**src/rtl/issue_hazard_pkg.sv**
```systemverilog
`default_nettype none
// ============================================================================
//  Module      : issue_hazard_pkg
//  Description : Shared core definitions for the issue/hazard slice: register
//                file geometry, scoreboard pending-count vector type and the
//                issue FSM state encoding.
//  Revision    : 1.0 - initial release
// ============================================================================
package issue_hazard_pkg;

  localparam int NREG   = 8;   // architectural registers, all tracked alike
  localparam int RA_W   = 3;   // register-address width
  localparam int PEND_W = 3;   // per-register pending-writeback count width

  typedef logic [RA_W-1:0]               reg_adr_t;
  typedef logic [NREG-1:0][PEND_W-1:0]   pend_vec_t;

  // Issue FSM state encoding
  localparam logic [0:0] ST_RUN   = 1'b0;
  localparam logic [0:0] ST_STALL = 1'b1;

endpackage : issue_hazard_pkg
`default_nettype wire

```
**src/rtl/issue_hazard_if.sv**
```systemverilog
`default_nettype none
// ============================================================================
//  Module      : issue_hazard_if
//  Description : Bundle between the decode stage / scoreboard (master) and the
//                hazard unit (slave).
//    master drives : id_valid, id_rs_adr, id_rt_adr, id_rs_use, id_rt_use,
//                    id_regwrite, id_wr_adr, id_is_load, flush,
//                    register_invalid
//    slave drives  : stall, regwrite_cur, from_main_mem, regwrite_adr_id,
//                    stall_cycles, hang
//  Revision    : 1.0 - initial release
// ============================================================================
interface issue_hazard_if
  import issue_hazard_pkg::*;
#(
  parameter int CNT_W = 16
);

  logic             id_valid;
  reg_adr_t         id_rs_adr;
  reg_adr_t         id_rt_adr;
  logic             id_rs_use;
  logic             id_rt_use;
  logic             id_regwrite;
  reg_adr_t         id_wr_adr;
  logic             id_is_load;
  logic             flush;
  pend_vec_t        register_invalid;

  logic             stall;
  logic             regwrite_cur;
  logic             from_main_mem;
  reg_adr_t         regwrite_adr_id;
  logic [CNT_W-1:0] stall_cycles;
  logic             hang;

  modport master (
    output id_valid, id_rs_adr, id_rt_adr, id_rs_use, id_rt_use,
           id_regwrite, id_wr_adr, id_is_load, flush, register_invalid,
    input  stall, regwrite_cur, from_main_mem, regwrite_adr_id,
           stall_cycles, hang
  );

  modport slave (
    input  id_valid, id_rs_adr, id_rt_adr, id_rs_use, id_rt_use,
           id_regwrite, id_wr_adr, id_is_load, flush, register_invalid,
    output stall, regwrite_cur, from_main_mem, regwrite_adr_id,
           stall_cycles, hang
  );

endinterface : issue_hazard_if
`default_nettype wire

```
**src/rtl/issue_hazard_src_hazard.sv**
```systemverilog
`default_nettype none
// ============================================================================
//  Module      : src_hazard
//  Description : Checks one register number of the ID instruction against the
//                scoreboard pending counts and the claim issued last cycle.
//    use_i              : this register number is actually referenced
//    adr_i              : register number
//    register_invalid_i : per-register pending-writeback counts
//    claim_vld_i        : a destination claim is in flight this cycle
//    claim_adr_i        : register number of that claim
//    hazard_o           : register is busy
//  Revision    : 1.0 - initial release
// ============================================================================
module src_hazard
  import issue_hazard_pkg::*;
(
  input  wire logic      use_i,
  input  wire reg_adr_t  adr_i,
  input  wire pend_vec_t register_invalid_i,
  input  wire logic      claim_vld_i,
  input  wire reg_adr_t  claim_adr_i,
  output logic           hazard_o
);

  logic w_pending;
  logic w_inflight;

  assign w_pending  = (register_invalid_i[adr_i] != '0);
  // The scoreboard only sees a claim one cycle late, so cover that gap here.
  assign w_inflight = claim_vld_i & (adr_i == claim_adr_i);
  assign hazard_o   = use_i & (w_pending | w_inflight);

endmodule : src_hazard
`default_nettype wire

```
**src/rtl/issue_hazard.sv**
```systemverilog
`default_nettype none
// ============================================================================
//  Module      : issue_hazard
//  Description : ID-stage issue/hazard unit. Stalls the front end while any
//                referenced register is pending, registers the destination
//                claim of each issued writer, counts stalled cycles and flags
//                a sticky hang after MAX_STALL consecutive stall cycles.
//    clk   : clock, rising edge
//    reset : asynchronous, active-low
//    bus   : issue_hazard_if.slave (decode inputs, hazard/claim outputs)
//  Revision    : 1.0 - initial release
// ============================================================================
module issue_hazard
  import issue_hazard_pkg::*;
#(
  parameter int MAX_STALL = 16,
  parameter int CNT_W     = 16
)(
  input  wire logic clk,
  input  wire logic reset,
  issue_hazard_if.slave bus
);

  localparam int CONS_W = $clog2(MAX_STALL + 1);

  logic              w_haz_rs, w_haz_rt, w_haz_wr;
  logic              w_hazard, w_stall, w_issue;

  logic [0:0]        state_q, state_d;
  logic              regwrite_cur_q, regwrite_cur_d;
  logic              from_main_mem_q, from_main_mem_d;
  reg_adr_t          regwrite_adr_q, regwrite_adr_d;
  logic [CNT_W-1:0]  stall_cycles_q, stall_cycles_d;
  logic [CONS_W-1:0] consec_q, consec_d;
  logic              hang_q, hang_d;

  src_hazard u_rs (
    .use_i              (bus.id_rs_use),
    .adr_i              (bus.id_rs_adr),
    .register_invalid_i (bus.register_invalid),
    .claim_vld_i        (regwrite_cur_q),
    .claim_adr_i        (regwrite_adr_q),
    .hazard_o           (w_haz_rs)
  );

  src_hazard u_rt (
    .use_i              (bus.id_rt_use),
    .adr_i              (bus.id_rt_adr),
    .register_invalid_i (bus.register_invalid),
    .claim_vld_i        (regwrite_cur_q),
    .claim_adr_i        (regwrite_adr_q),
    .hazard_o           (w_haz_rt)
  );

  // Destination check avoids write-after-write reordering with a pending write.
  src_hazard u_wr (
    .use_i              (bus.id_regwrite),
    .adr_i              (bus.id_wr_adr),
    .register_invalid_i (bus.register_invalid),
    .claim_vld_i        (regwrite_cur_q),
    .claim_adr_i        (regwrite_adr_q),
    .hazard_o           (w_haz_wr)
  );

  assign w_hazard = bus.id_valid & (w_haz_rs | w_haz_rt | w_haz_wr);
  // Flush kills the ID instruction, so it can neither stall nor issue.
  assign w_stall  = w_hazard & ~bus.flush;
  assign w_issue  = bus.id_valid & ~w_hazard & ~bus.flush;

  always_comb begin
    regwrite_cur_d  = w_issue & bus.id_regwrite;
    regwrite_adr_d  = regwrite_adr_q;
    from_main_mem_d = from_main_mem_q;
    if (w_issue && bus.id_regwrite) begin
      regwrite_adr_d  = bus.id_wr_adr;
      from_main_mem_d = bus.id_is_load;
    end

    // w_stall is already low under flush, so flush lands in RUN.
    state_d = w_stall ? ST_STALL : ST_RUN;

    stall_cycles_d = stall_cycles_q;
    if (w_stall && (stall_cycles_q != '1)) begin
      stall_cycles_d = stall_cycles_q + 1'b1;
    end

    // consec_q holds the number of stall cycles already completed in this
    // run; hang sets at the close of the MAX_STALL-th one.
    consec_d = '0;
    hang_d   = hang_q;
    if (w_stall) begin
      consec_d = (consec_q == CONS_W'(MAX_STALL)) ? consec_q : consec_q + 1'b1;
      if (consec_q >= CONS_W'(MAX_STALL - 1)) begin
        hang_d = 1'b1;
      end
    end
  end

  always_ff @(posedge clk or negedge reset) begin
    if (!reset) begin
      state_q         <= ST_RUN;
      regwrite_cur_q  <= 1'b0;
      from_main_mem_q <= 1'b0;
      regwrite_adr_q  <= '0;
      stall_cycles_q  <= '0;
      consec_q        <= '0;
      hang_q          <= 1'b0;
    end else begin
      state_q         <= state_d;
      regwrite_cur_q  <= regwrite_cur_d;
      from_main_mem_q <= from_main_mem_d;
      regwrite_adr_q  <= regwrite_adr_d;
      stall_cycles_q  <= stall_cycles_d;
      consec_q        <= consec_d;
      hang_q          <= hang_d;
    end
  end

  assign bus.stall           = w_stall;
  assign bus.regwrite_cur    = regwrite_cur_q;
  assign bus.from_main_mem   = from_main_mem_q;
  assign bus.regwrite_adr_id = regwrite_adr_q;
  assign bus.stall_cycles    = stall_cycles_q;
  assign bus.hang            = hang_q;

endmodule : issue_hazard
`default_nettype wire

```
**src/flat_wrapper.sv**
```systemverilog
// flat-port wrapper written by rule: the top's interface ports become plain ports
module issue_hazard_flat import issue_hazard_pkg::*;
#(
  parameter int MAX_STALL = 16,
  parameter int CNT_W     = 16
)
  (clk, reset, bus_id_valid, bus_id_rs_adr, bus_id_rt_adr, bus_id_rs_use, bus_id_rt_use, bus_id_regwrite, bus_id_wr_adr, bus_id_is_load, bus_flush, bus_register_invalid, bus_stall, bus_regwrite_cur, bus_from_main_mem, bus_regwrite_adr_id, bus_stall_cycles, bus_hang);
  issue_hazard_if #(.CNT_W(CNT_W)) bus_i ();
  input  wire logic clk;
  input  wire logic reset;
  input wire logic [$bits(bus_i.id_valid)-1:0] bus_id_valid;
  input wire logic [$bits(bus_i.id_rs_adr)-1:0] bus_id_rs_adr;
  input wire logic [$bits(bus_i.id_rt_adr)-1:0] bus_id_rt_adr;
  input wire logic [$bits(bus_i.id_rs_use)-1:0] bus_id_rs_use;
  input wire logic [$bits(bus_i.id_rt_use)-1:0] bus_id_rt_use;
  input wire logic [$bits(bus_i.id_regwrite)-1:0] bus_id_regwrite;
  input wire logic [$bits(bus_i.id_wr_adr)-1:0] bus_id_wr_adr;
  input wire logic [$bits(bus_i.id_is_load)-1:0] bus_id_is_load;
  input wire logic [$bits(bus_i.flush)-1:0] bus_flush;
  input wire logic [$bits(bus_i.register_invalid)-1:0] bus_register_invalid;
  output wire logic [$bits(bus_i.stall)-1:0] bus_stall;
  output wire logic [$bits(bus_i.regwrite_cur)-1:0] bus_regwrite_cur;
  output wire logic [$bits(bus_i.from_main_mem)-1:0] bus_from_main_mem;
  output wire logic [$bits(bus_i.regwrite_adr_id)-1:0] bus_regwrite_adr_id;
  output wire logic [$bits(bus_i.stall_cycles)-1:0] bus_stall_cycles;
  output wire logic [$bits(bus_i.hang)-1:0] bus_hang;
  assign bus_i.id_valid = bus_id_valid;
  assign bus_i.id_rs_adr = bus_id_rs_adr;
  assign bus_i.id_rt_adr = bus_id_rt_adr;
  assign bus_i.id_rs_use = bus_id_rs_use;
  assign bus_i.id_rt_use = bus_id_rt_use;
  assign bus_i.id_regwrite = bus_id_regwrite;
  assign bus_i.id_wr_adr = bus_id_wr_adr;
  assign bus_i.id_is_load = bus_id_is_load;
  assign bus_i.flush = bus_flush;
  assign bus_i.register_invalid = bus_register_invalid;
  assign bus_stall = bus_i.stall;
  assign bus_regwrite_cur = bus_i.regwrite_cur;
  assign bus_from_main_mem = bus_i.from_main_mem;
  assign bus_regwrite_adr_id = bus_i.regwrite_adr_id;
  assign bus_stall_cycles = bus_i.stall_cycles;
  assign bus_hang = bus_i.hang;
  issue_hazard #(.MAX_STALL(MAX_STALL), .CNT_W(CNT_W)) u_core (.clk(clk), .reset(reset), .bus(bus_i));
endmodule
```
**config.mk**
```make
export PLATFORM = sky130hd
export DESIGN_NAME = issue_hazard_flat
export DESIGN_NICKNAME = d
export VERILOG_FILES = /design/src/rtl/issue_hazard_pkg.sv /design/src/rtl/issue_hazard_if.sv /design/src/rtl/issue_hazard_src_hazard.sv /design/src/rtl/issue_hazard.sv /design/src/flat_wrapper.sv
export SDC_FILE = /design/constraint.sdc
export NUM_CORES = 1
export LEC_CHECK = 0
export ABC_AREA = 1
export CORE_MARGIN = 2
export CORE_UTILIZATION = 40
export DETAILED_ROUTE_END_ITERATION = 7
export HOLD_SLACK_MARGIN = 0.1
export PLACE_DENSITY_LB_ADDON = 0.08
export SLEW_MARGIN = 40
export SYNTH_ARGS = -nofsm -noshare
export SYNTH_HDL_FRONTEND = slang
export SYNTH_SLANG_ARGS = --single-unit
```
**constraint.sdc**
```tcl
create_clock -name clk -period 1.7 [get_ports clk]
set_clock_uncertainty 0.15 [all_clocks]
set_input_delay 0.34 -clock clk [delete_from_list [all_inputs] [get_ports clk]]
set_output_delay 0.34 -clock clk [all_outputs]
set_load 0.01 [all_outputs]
```
# Yosys cells after proc, flatten, opt, wreduce, memory -nomap -nowiden

Cells that the tools add are included.
Widths: inputs -> output; s select.

Register bits: 27
Output and inout port bits: 23
Word-level logic and storage cells: 50

$add $sub $neg: 2
$lt $le $gt $ge: 4
Eq/ne operators: 6
Mux-type cells: 8
Bitwise logic cells: 18
Reduce and logical (&&, ||, !) cells: 6

Operators with widths:

| kind                  | count |
|---|---|
| $bmux 3 s3            | 3 |
| $add 16x1->16 const B | 1 |
| $ne 16x16->1 const B  | 1 |
| $lt 3x4->1 const B    | 3 |
| $and 1x1->1           | 11 |
| $mux 5                | 2 |
| $eq 3x3->1            | 3 |
| $mux 3                | 3 |
| $reduce_bool 3->1     | 3 |
| $add 5x1->5 const B   | 1 |
| $eq 5x5->1 const B    | 1 |
| $ge 5x4->1 const B    | 1 |
| $or 1x1->1            | 5 |
| $logic_and 1x1->1     | 2 |
| $ne 2x2->1 const B    | 1 |
| $not 1->1             | 2 |
| $reduce_and 2->1      | 1 |

# Depth between registers and ports, before layout

Depth after elaboration: 12
Mapped depth: 14
Gate-level depth less buffers: 13

# By module

From an unflattened synthesis, not the netlist that was laid out.

Cell total of the unflattened synthesis: 346
Area, all modules: 2137.0 um2

Modules (own cells, without submodules):

| module       | times used | cells an instance | area an instance (um2) | sequential area each (um2) |
|---|---|---|---|---|
| issue_hazard | 1          | 205               | 1551.5                 | 675.6 |
| src_hazard   | 3          | 47                | 195.2                  | 0.0 |

# Worst setup path before layout

OpenSTA, ideal clock, no wires.

Path kind: input port to output port
From: input bus_id_rt_adr[0]
To: output bus_stall
Data arrival time: 1.356 ns
Slack: -0.146 ns
Stages: 12
Buffers on the path: 2
Cells stage by stage: buf_4 -> nand2_1 -> o21ai_0 -> nor2_1 -> nand2_1 -> nand3_1 -> nand3_1 -> nand2_2 -> nand3_4 -> buf_6 -> nand2_4 -> inv_1

Longest elaborated chain between the ends: 9

Ends and longest elaborated chain:

| what                         | line                          | source |
|---|---|---|
| from (decl)                  | flat_wrapper.sv:13            | `input wire logic [$bits(bus_i.id_rt_adr)-1:0] bus_id_rt_adr;` |
| $bmux 3 s3                   | issue_hazard_src_hazard.sv:28 | `assign w_pending = (register_invalid_i[adr_i] != '0);` |
| $mux 3 (not written as such) | issue_hazard_src_hazard.sv:28 |  |
| $reduce_bool 3->1            | issue_hazard_src_hazard.sv:28 |  |
| $or 1x1->1 *                 | issue_hazard_src_hazard.sv:31 | `assign hazard_o = use_i & (w_pending \| w_inflight);` |
| $and 1x1->1 *                | issue_hazard_src_hazard.sv:31 |  |
| $or 1x1->1 * (2 in a row)    | issue_hazard.sv:65            | `assign w_hazard = bus.id_valid & (w_haz_rs \| w_haz_rt \| w_haz_wr);` |
| $and 1x1->1 *                | issue_hazard.sv:65            |  |
| $and 1x1->1 *                | issue_hazard.sv:67            | `assign w_stall = w_hazard & ~bus.flush;` |
| to (decl)                    | flat_wrapper.sv:21            | `output wire logic [$bits(bus_i.stall)-1:0] bus_stall;` |

Every way passes the cells marked *; elsewhere a longest branch is shown, timed or not. The select of a mux whose other input is x is not followed.

# Final worst setup path

From: register u_core.regwrite_adr_q[2], in the netlist u_core.bus.regwrite_adr_id[2]
To: output bus_stall

Longest elaborated chain between the ends: 8

Ends and longest elaborated chain:

| what                   | line                          | source |
|---|---|---|
| from (decl)            | issue_hazard.sv:32            | `reg_adr_t regwrite_adr_q, regwrite_adr_d;` |
| from (signal assigned) | issue_hazard.sv:112           | `regwrite_adr_q <= regwrite_adr_d;` |
| $eq 3x3->1             | issue_hazard_src_hazard.sv:30 | `assign w_inflight = claim_vld_i & (adr_i == claim_adr_i);` |
| $and 1x1->1            | issue_hazard_src_hazard.sv:30 |  |
| $or 1x1->1             | issue_hazard_src_hazard.sv:31 |  |
| $and 1x1->1            | issue_hazard_src_hazard.sv:31 |  |
| $or 1x1->1             | issue_hazard.sv:65            |  |
| $or 1x1->1 *           | issue_hazard.sv:65            |  |
| $and 1x1->1 *          | issue_hazard.sv:65            |  |
| $and 1x1->1 *          | issue_hazard.sv:67            |  |

Every way passes the cells marked *; elsewhere a longest branch is shown, timed or not.

==> impl_metrics.py <==
metrics = {
    "placed_design": {
        "gp_congestion": 0.861,
        "portBuffers": 63,
        "dp_hpwl_um": 5070,
        "place_ws_ns": -1.07,
    },
    "final_layout": {
        "multi_input_area_sq_um": 1500,
        "register_area_sq_um": 683,
        "fillCellCount": 538,
        "n_antenna_cell": 0,
        "most-common-layout-cells": "117 x nand2_1, 46 x buf_4, 38 x dlygate4sd2_1",
        "areaGrowthSynthToFinish_pct": 52.7,
        "drive_above_1_share_pct": 27.0,
        "layout_commonest_cell": "nand2_1",
        "nNetsFinal": 506,
    },
    "cts": {
        "root_buffer": "clkbuf_8",
        "cts.sinks": 27,
        "cts_tree": "yes",
        "cts_buffer_depth": 2,
        "clk_pin_slew_ns": 0.10,
        "htree_levels": 1,
        "insertion_delay_ns": 0.28,
        "cts_buffers": 3,
    },
    "yosys": {
        "synth_area_leader_cell": "dfrtp_1",
        "syn_nets": 395,
        "synth_edf_count": 0,
        "netlist.area_leader.share_pct": 29.4,
        "synth-seq-area-share_pct": 29.4,
        "netlist_top_cells_area": "dfrtp_1 29%, nand2_1 20%, nor2_1 6.4%",
        "ys_async_sr_fraction_pct": 100,
        "syn_area_per_cell_sq_um": 6.56,
        "synth_area_sq_um": 2290,
        "synth_cell_types": 32,
        "synth_seq_cells": 27,
        "syn_inst": 350,
        "synthFlopType": "dfrtp_1",
        "ys_warn_count": 0,
    },
    "floorplanning": {
        "start_util_pct": 41.4,
        "rows": 27,
        "die_height_um": 79.7,
        "fp.dieW_um": 79.7,
        "dieArea_sq_um": 6360,
        "core_sq_um": 5540,
        "ios": 64,
    },
    "min_path": {
        "hold_class": "in2async",
    },
    "setup_path": {
        "cp_cell_sequence": "buf_6, xnor2_2, nand4_1, nand3_2, nand2_2, nand3_4, nand2_8, inv_4, buf_6",
        "arrival_ns": 1.58,
        "crit_type": "reg2out",
        "cp-end-kind": "output port",
        "cpMostUsedCell": "buf_6",
        "worst_setup_path_start_kind": "flop",
        "slowest_delay_ns": 0.47,
        "worstPathRequired_ns": 1.21,
        "critPathSlowestCell": "dfrtp_2",
        "path_max_fanout": 4,
    },
    "flow_run": {
        "max_cap_violations": 0,
    },
    "power": {
        "irDropWorstVdd_mv": 0.450,
        "power.density_nw_per_um2": 603,
        "p_leak_nw": 1.89,
    },
    "drt": {
        "drc": 0,
        "wl_per_cell_um": 13.3,
        "viasPerCell": 5.00,
        "initialDrtViolationCount": 159,
        "antenna_left": 0,
        "dr.pass1.iters": 5,
        "num_vias": 2661,
        "wirelength_um": 7090,
    },
    "global_route": {
        "grt_util_all_layers_pct": 23.0,
        "antenna_found_initial": 0,
        "grt_pass1_wl_um": 11600,
        "grt_pass1_vias": 2469,
        "gr-total-overflow": 0,
        "grt_max_degree": 28,
    },
    "timing": {
        "rsz0062_at_grt": "true",
        "tns_ns": -5.59,
        "slew_violations": 0,
        "worstMarginPinSlew_ns": 0.395,
        "setup_viol_count_final": 22,
        "finalCriticalPeriod_ns": 2.07,
        "fin_crit_sh_pct": 122,
        "report.final.hold_viol_count": 0,
        "layout_setup_ws_ns": -0.373,
        "max_clock_freq_mhz": 482,
        "relSlewSlack_pct": 73.5,
    },
    "status": {
        "violations": "negative setup slack",
        "status": "complete, but fails checks",
    },
}
==> Yosys cell counts (all sizes together), types with 3 or more instances <==
| cell type | instances |
|---|---|
| ha | 4 |
| nor2 | 41 |
| nand2 | 136 |
| xnor2 | 10 |
| xor2 | 5 |
| nand4 | 22 |
| nor3 | 9 |
| a21oi | 4 |
| dfrtp | 27 |
| inv | 39 |
| nand3b | 3 |
| nand3 | 27 |
| buf | 9 |
| o21ai | 8 |
==> power by group <==
group	internal, mW	switching [mW]
combinational	0.475	0.451
clock	0.167	0.215
sequential	0.721	0.0851
==> flip-flops by register name (all words and copies together), names as in the netlist <==
name,cells
u_core.bus.hang,1
u_core.consec_q,5
u_core.bus.regwrite_cur,1
u_core.bus.regwrite_adr_id,3
u_core.bus.stall_cycles,16
u_core.bus.from_main_mem,1
==> per-stage QoR <==
stage	hold slack [ns]	util (%)	power (mW)	cell area, sq um	std cells
6_report	0.269	63.3	2.11	3500	532
5_1_grt	0.274	63.3	2.26	3500	532
4_1_cts	0.273	61.7	2.10	3420	528
3_5_place_dp	0.307	59.3	1.73	3290	513
3_3_place_gp	0.303	59.3	1.72	3290	513
2_1_floorplan	-0.106	-	1.24	2360	350
==> final cells by class <==
class | instances | area share [%]
Clock buffer | 3 | 1.18
Inverter | 39 | 4.61
Multi-Input combinational cell | 275 | 42.9
Clock inverter | 1 | 0.214
Sequential cell | 27 | 19.5
Timing Repair Buffer | 115 | 29.1
Tap cell | 72 | 2.57
==> routing by layer <==
metal	track usage, %	up-vias	wire [um]
met5	0	-	0
met4	6.10	0	133
met3	2.83	16	422
met2	38.2	101	3410
met1	31.6	1203	3130
li1	-	1341	-
==> final timing paths <==
path / depth (start not counted) / end / slack [ns] / start
max: 9 / bus_stall / -0.37 / u_core.bus.regwrite_adr_id[2]
min: 2 / u_core.bus.stall_cycles[3] / 0.27 / reset
max reg2reg: 10 / u_core.bus.stall_cycles[4] / -0.28 / u_core.bus.regwrite_adr_id[2]
min reg2reg: 1 / u_core.bus.hang / 0.33 / u_core.bus.hang
max in group asynchronous: 2 / u_core.bus.stall_cycles[0] / 0.95 / reset
min in group clk: 1 / u_core.bus.hang / 0.33 / u_core.bus.hang
==> what timing repair did <==
action | CTS | global route
resized for setup | 97 | 19
setup endpoints to repair | 48 | 33
pin swaps | 34 | 12
cloned | 3 | 0
hold buffers | 0 | 0
setup buffers | 8 | 5
==> cell families after synthesis <==
logic type                 synth area share [%]
AOI/OAI and AO/OA                          3.87
xor gates and xnor gates                   5.72
adders and majority gates                  2.18
buffers and inverters                      10.3
DFF                                        29.4
and+or+nand+nor                            48.5
==> critical path, delay by kind of cell (launching register included) <==
kind	cells	cell delay [ns]
DFF	1	0.47
and+or+nand+nor	5	0.45
buffers and inverters	3	0.26
xor gates and xnor gates	1	0.11
Note: power is estimated with default switching activity, not from simulation.
